`src/rtl/side_road_detector_if.sv`:
```
// side_road_detector_if: bundle between the side-road detector and its
// neighbours (raw loop input, light state in, request and status out).
// x is a level request, not a valid/ready handshake: it stays high while
// vehicles need service, EW is sampled every cycle, and no acknowledge exists.
interface side_road_detector_if #(
    parameter int QW = 4
);
    logic          car_in;
    logic [1:0]    EW;
    logic          x;
    logic [QW-1:0] queue_count;
    logic          overflow;
    logic [1:0]    state;

    // Environment side: drives the detector loop and the light state.
    modport master (
        output car_in, EW,
        input  x, queue_count, overflow, state
    );

    // Detector side.
    modport slave (
        input  car_in, EW,
        output x, queue_count, overflow, state
    );
endinterface

```
`src/rtl/side_road_detector.sv`:
```
// side_road_detector: conditions the side-road loop detector, counts waiting
// vehicles, retires them while the side road is green and raises x.
// Optional feature macro: DETECTOR_MAXWAIT_EN (a lone waiting vehicle only
// raises x after MAX_WAIT cycles in WAITING).
module side_road_detector #(
    parameter int DEBOUNCE      = 4,
    parameter int DEPART_CYCLES = 3,
    parameter int QW            = 4,
    parameter int MAX_WAIT      = 16
) (
    input  logic                 clk,
    input  logic                 clear,
    side_road_detector_if.slave  bus
);
    localparam logic [1:0] EW_GREEN   = 2'd2;
    localparam logic [1:0] ST_EMPTY   = 2'd0;
    localparam logic [1:0] ST_WAITING = 2'd1;
    localparam logic [1:0] ST_SERVING = 2'd2;

    localparam int DW = (DEBOUNCE > 1) ? $clog2(DEBOUNCE) : 1;
    localparam int TW = (DEPART_CYCLES > 1) ? $clog2(DEPART_CYCLES) : 1;
    localparam logic [QW-1:0] QMAX     = '1;
    localparam logic [DW-1:0] DEB_LAST = DW'(DEBOUNCE - 1);
    localparam logic [TW-1:0] DEP_LAST = TW'(DEPART_CYCLES - 1);

    if (DEBOUNCE < 1 || DEPART_CYCLES < 1 || QW < 1 || MAX_WAIT < 1) begin : g_bad_params
        $error("side_road_detector: all parameters must be >= 1");
    end

    logic          sync_a, sync_b;
    logic          deb_level;
    logic [DW-1:0] deb_cnt;
    logic          deb_differs, deb_flip, arrival;
    logic          is_green, green_q, timing_ok, departure;
    logic [TW-1:0] dep_timer;
    logic [QW-1:0] queue_q, queue_next;
    logic          ovf_q, ovf_set;
    logic [1:0]    state_q, state_next;
    logic          x_q, x_next;

    // Two-flop synchronizer for the asynchronous loop input.
    always_ff @(posedge clk or posedge clear) begin
        if (clear) begin
            sync_a <= 1'b0;
            sync_b <= 1'b0;
        end else begin
            sync_a <= bus.car_in;
            sync_b <= sync_a;
        end
    end

    // The debounced level flips on the DEBOUNCE-th consecutive differing cycle;
    // the flip itself is combinational so the queue updates on that same edge.
    assign deb_differs = (sync_b != deb_level);
    assign deb_flip    = deb_differs && (deb_cnt == DEB_LAST);
    assign arrival     = deb_flip && sync_b;

    // Debouncer: count differing cycles, restart on any return to the level.
    always_ff @(posedge clk or posedge clear) begin
        if (clear) begin
            deb_level <= 1'b0;
            deb_cnt   <= '0;
        end else if (!deb_differs) begin
            deb_cnt <= '0;
        end else if (deb_flip) begin
            deb_level <= sync_b;
            deb_cnt   <= '0;
        end else begin
            deb_cnt <= deb_cnt + 1'b1;
        end
    end

    // Codes 1 and 3 are both "not green", so YELLOW and the illegal code act as RED.
    // The first green cycle only qualifies the light; the departure timer
    // starts counting on the second, so departures land DEPART_CYCLES edges
    // after green is first seen.
    assign is_green  = (bus.EW == EW_GREEN);
    assign timing_ok = is_green && green_q && (queue_q != '0);
    assign departure = timing_ok && (dep_timer == DEP_LAST);

    // Departure timer: cleared off green or with an empty queue.
    always_ff @(posedge clk or posedge clear) begin
        if (clear) begin
            green_q   <= 1'b0;
            dep_timer <= '0;
        end else begin
            green_q <= is_green;
            if (!timing_ok || departure)
                dep_timer <= '0;
            else
                dep_timer <= dep_timer + 1'b1;
        end
    end

    // Queue arithmetic: coincident arrival and departure cancel out.
    always_comb begin
        queue_next = queue_q;
        ovf_set    = 1'b0;
        if (arrival && !departure) begin
            if (queue_q == QMAX)
                ovf_set = 1'b1;
            else
                queue_next = queue_q + 1'b1;
        end else if (departure && !arrival) begin
            queue_next = queue_q - 1'b1;
        end
    end

    // Next state is decided purely by the post-update queue and the light.
    always_comb begin
        state_next = ST_WAITING;
        if (queue_next == '0)
            state_next = ST_EMPTY;
        else if (is_green)
            state_next = ST_SERVING;
    end

`ifdef DETECTOR_MAXWAIT_EN
    localparam int WW = $clog2(MAX_WAIT + 1);
    localparam logic [WW-1:0] WAIT_MAX  = WW'(MAX_WAIT);
    localparam logic [WW-1:0] WAIT_FIRE = WW'(MAX_WAIT - 1);
    logic [WW-1:0] wait_cnt;

    // Wait counter: runs only while staying in WAITING, saturates at MAX_WAIT.
    always_ff @(posedge clk or posedge clear) begin
        if (clear)
            wait_cnt <= '0;
        else if (state_q == ST_WAITING && state_next == ST_WAITING)
            wait_cnt <= (wait_cnt == WAIT_MAX) ? wait_cnt : wait_cnt + 1'b1;
        else
            wait_cnt <= '0;
    end

    // Request: a lone waiting vehicle must wait out the starvation limit.
    always_comb begin
        x_next = (state_next != ST_EMPTY);
        if (state_next == ST_WAITING)
            x_next = (queue_next > QW'(1)) || (wait_cnt >= WAIT_FIRE);
    end
`else
    // Request: any queued vehicle asks for the side road.
    always_comb begin
        x_next = (state_next != ST_EMPTY);
    end
`endif

    // Output registers: queue, sticky overflow, FSM state and request together.
    always_ff @(posedge clk or posedge clear) begin
        if (clear) begin
            queue_q <= '0;
            ovf_q   <= 1'b0;
            state_q <= ST_EMPTY;
            x_q     <= 1'b0;
        end else begin
            queue_q <= queue_next;
            ovf_q   <= ovf_q | ovf_set;
            state_q <= state_next;
            x_q     <= x_next;
        end
    end

    assign bus.x           = x_q;
    assign bus.queue_count = queue_q;
    assign bus.overflow    = ovf_q;
    assign bus.state       = state_q;
endmodule

```
`src/flat_wrapper.sv`:
```
// flat-port wrapper written by rule: the top's interface ports become plain ports
module side_road_detector_flat 
#(
    parameter int DEBOUNCE      = 4,
    parameter int DEPART_CYCLES = 3,
    parameter int QW            = 4,
    parameter int MAX_WAIT      = 16
)
  (clk, clear, bus_car_in, bus_EW, bus_x, bus_queue_count, bus_overflow, bus_state);
  side_road_detector_if #(.QW(QW)) bus_i ();
  input  logic clk;
  input  logic clear;
  input wire logic [$bits(bus_i.car_in)-1:0] bus_car_in;
  input wire logic [$bits(bus_i.EW)-1:0] bus_EW;
  output wire logic [$bits(bus_i.x)-1:0] bus_x;
  output wire logic [$bits(bus_i.queue_count)-1:0] bus_queue_count;
  output wire logic [$bits(bus_i.overflow)-1:0] bus_overflow;
  output wire logic [$bits(bus_i.state)-1:0] bus_state;
  assign bus_i.car_in = bus_car_in;
  assign bus_i.EW = bus_EW;
  assign bus_x = bus_i.x;
  assign bus_queue_count = bus_i.queue_count;
  assign bus_overflow = bus_i.overflow;
  assign bus_state = bus_i.state;
  side_road_detector #(.DEBOUNCE(DEBOUNCE), .DEPART_CYCLES(DEPART_CYCLES), .QW(QW), .MAX_WAIT(MAX_WAIT)) u_core (.clk(clk), .clear(clear), .bus(bus_i));
endmodule
```
`config.mk`:
```
export PLATFORM = sky130hd
export DESIGN_NAME = side_road_detector_flat
export DESIGN_NICKNAME = d
export VERILOG_FILES = /design/src/rtl/side_road_detector_if.sv /design/src/rtl/side_road_detector.sv /design/src/flat_wrapper.sv
export SDC_FILE = /design/constraint.sdc
export NUM_CORES = 1
export LEC_CHECK = 0
export ABC_AREA = 1
export BUFFER_PORTS_ARGS = -buffer_cell sky130_fd_sc_hd__clkbuf_2
export CAP_MARGIN = 20
export CORE_MARGIN = 2
export CORE_UTILIZATION = 55
export DETAILED_ROUTE_END_ITERATION = 6
export GPL_ROUTABILITY_DRIVEN = 0
export HOLD_SLACK_MARGIN = 0.03
export PLACE_DENSITY = 0.8
export SKIP_CTS_REPAIR_TIMING = 1
export SYNTH_ARGS = -nofsm -noshare
export SYNTH_HDL_FRONTEND = slang
export SYNTH_SLANG_ARGS = --single-unit
```
`constraint.sdc`:
```
create_clock -name clk -period 3.3 [get_ports clk]
set_clock_uncertainty 0.2 [all_clocks]
set_input_delay 0.825 -clock clk [delete_from_list [all_inputs] [get_ports clk]]
set_output_delay 0.825 -clock clk [all_outputs]
set_load 0.1 [all_outputs]
```
==> results.md <==
* Crit-path cells: clkbuf_2
* # setup viols final at 0
* Sequential area share after synthesis at 48.3%
* Wire per inst at 11.8 um
* Internal Pwr Total at 431 uW
* DR vias/cell at 5.22
* Final instance area at 935 um2
* Pre-CTS setup slack at 1.09 ns
* Crit Path Class: reg2out
* Flops & latches, synth at 16
* Total Power at 956 uW
* HP Class: reg2reg
* Crit path time final at 2.41 ns
* PnR worst setup slack at 0.893 ns
* Pwr Density at 1020 mW/mm2
* Static leakage at 0.000514 uW
* Switching pwr at 525 uW
* Seq pwr share at 31.4%
* CTS tree: done
* Worst path depth at 1
* Outcome: finished, final reports clean
* Worst path required time at 2.27 ns
* CP Launch Type: flip-flop
* Antenna cell count at 0
* CORE AREA at 0.00145 mm2
* RR Startpoint: u_core.bus.queue_count[0]
* NumNets Final at 117
* Share of layout cells above drive strength 1 at 26.2%
* First-pass DRT Iterations at 4
* Iter 0 DRT Violations at 15
* Slowest CP cell: dfrtp_1
* CP Launch Point: u_core.bus.queue_count[2]
* Buf/Inv on CP at 1
* Congestion Overflow GR at 0
* Placed Area at 898 um2
* Switching share of power at 54.9%
* Max_slew headroom at 61.4%
* Final Cycle Share at 72.9%
* Area growth, synth to finish at 12.7%
* Cell taking the most area after synthesis: dfrtp_1
* Fin util at 64.3%
* RSZ-0062 raised after global routing: no
* DRC viols at 0
* Clk pwr share at 13.5%
* Routed vias at 642
* Crit path DAT at 1.38 ns
* Max VDD drop at 667 uV
* Worst Max-Slew Pin Slew at 0.579 ns
* Setup crit end: bus_queue_count[2]
* Syn. warnings at 0
* Initial Utilization at 57.1%
* Initial antenna violation count at 0
* Worst R2R Path Depth at 10
* CTS clk-pin slew, worst paths at 0.09 ns
* Clk_lat worst skew at 0.29 ns
* Final hold violation count at 0
* Syn nets at 101
* GRT Resource Usage Total at 18.5%
* Fmax at 416 MHz
* Max FO, Critical Path at 9
* Die Height at 42.8 um
* Comb pwr share at 55.1%
* Crit path largest cell delay at 0.56 ns
* Final Slew Violations at 0
* Top-area cell type share of the netlist area at 48.3%
* R2r setup slk at 1.35 ns
* Largest net degree at the start of global routing at 17
* H-tree depth at 1
* Clock tree sinks at 16
* I/O pins at 13
* Dpl hpwl at 1100 um
* Die W at 42.8 um
* Filler Cell Count at 125
* Top post-synthesis cells by area: dfrtp_1 48%, nand2_1 8.6%, ha_1 6.0%
* Root Buffer: clkbuf_4
* IO Port Bufs at 12
* DRT antenna net count at 0
* Max-Cap Viols at 0
* Cell row count at 14
* Vias in the first global route at 647
* Synthesized area per cell at 9.02 um2
* Post-Syn Area at 830 um2
* CP endpoint kind: primary output
* Count of cell types in the netlist at 22
* RR Endpoint: u_core.bus.state[0]
* Syn Inst Count at 92
* Total CTS buffers at 3
* Final WL at 1450 um
* Final TNS setup at 0 ns
* First-pass GRT wire length at 2560 um
* DIE AREA at 0.00183 mm2
* Clock Path Buffers at 2
* Largest delay share family, worst path: flip-flops
==> power by group through the flow <==
stage          Sequential, uW  Clock, uW  Combinational, uW
3_3_place_gp              302          0                517
5_1_grt                   308        140                565
4_1_cts                   300        131                529
6_report                  300        129                527
2_1_floorplan             535          0                225
3_5_place_dp              304          0                526
==> synthesized netlist by cell type, drive strengths merged <==
cell,instances
dfrtp,16
xor2,3
buf,1
inv,14
nand4,3
nor3,2
nand3,9
a21oi,2
o21ai,4
nor2,9
xnor2,1
o21bai,1
ha,4
nand2,23
==> metal layers <==
| metal | part of all wire, % | up-vias | GRT usage, % | wire (um) |
|---|---|---|---|---|
| li1 | - | 321 | - | - |
| met1 | 38 | 302 | 20.2 | 554 |
| met2 | 56 | 16 | 35.8 | 807 |
| met3 | 4.2 | 3 | 2.98 | 61 |
| met4 | 1.6 | 0 | 5.63 | 23 |
| met5 | 0 | - | 0 | 0 |
==> state kept, by name (all words and copies together) (netlist names) <==
register,count
u_core.green_q,1
u_core.sync_a,1
u_core.bus.state,2
u_core.dep_timer,2
u_core.deb_cnt,2
u_core.sync_b,1
u_core.deb_level,1
u_core.bus.overflow,1
u_core.bus.x,1
u_core.bus.queue_count,4
==> per-stage QoR <==
stage / hold WS (ns) / cells
after floorplan: 0.131 / 92
after global placement: 0.132 / 119
after detailed placement: 0.142 / 119
after CTS: 0.163 / 123
after global routing: 0.168 / 123
final: 0.159 / 123
==> how the worst min path moves through the flow <==
stage             startpoint             to  slack, ns  depth (start not counted)
3_3_place_gp   u_core.sync_a  u_core.sync_b       0.13                          0
3_5_place_dp   u_core.sync_a  u_core.sync_b       0.14                          0
6_report       u_core.sync_a  u_core.sync_b       0.16                          0
4_1_cts        u_core.sync_a  u_core.sync_b       0.16                          0
2_1_floorplan  u_core.sync_a  u_core.sync_b       0.13                          0
5_1_grt        u_core.sync_a  u_core.sync_b       0.17                          0
==> layout by cell type (no fill, tap or decap), types with 2 or more instances in the layout <==
| master | synthesis | final |
|---|---|---|
| a21oi_1 | 2 | 2 |
| nor3_1 | 2 | 2 |
| nand2_1 | 19 | 19 |
| ha_1 | 4 | 4 |
| nand2_2 | 3 | 3 |
| o21ai_0 | 2 | 2 |
| nand4_1 | 3 | 3 |
| clkbuf_2 | 0 | 12 |
| clkbuf_4 | 0 | 3 |
| nand3_1 | 7 | 7 |
| inv_1 | 13 | 13 |
| nor2_4 | 2 | 2 |
| xor2_1 | 3 | 3 |
| nor2_2 | 2 | 2 |
| nand3_2 | 2 | 2 |
| nor2_1 | 5 | 5 |
| dfrtp_1 | 16 | 16 |
==> kinds of logic after synthesis <==
logic type                 after synthesis  synth area share (%)
DFF                                     16                  48.3
and+or+nand+nor                         46                  28.8
AOI/OAI and AO/OA                        7                  4.98
buffers and inverters                   15                  7.69
adders and majority gates                4                  6.03
xor gates and xnor gates                 4                  4.22
==> layout make-up <==
class | instances | area, um2 | share of cell area [%]
repair buffers | 12 | 60.1 | 6.43
inverters | 14 | 52.6 | 5.62
clock buffers | 4 | 36.3 | 3.88
well taps | 16 | 20.0 | 2.14
multi-input cells | 61 | 365 | 39.1
flip-flops and latches | 16 | 400 | 42.8
Note: power is estimated with default switching activity, not from simulation.
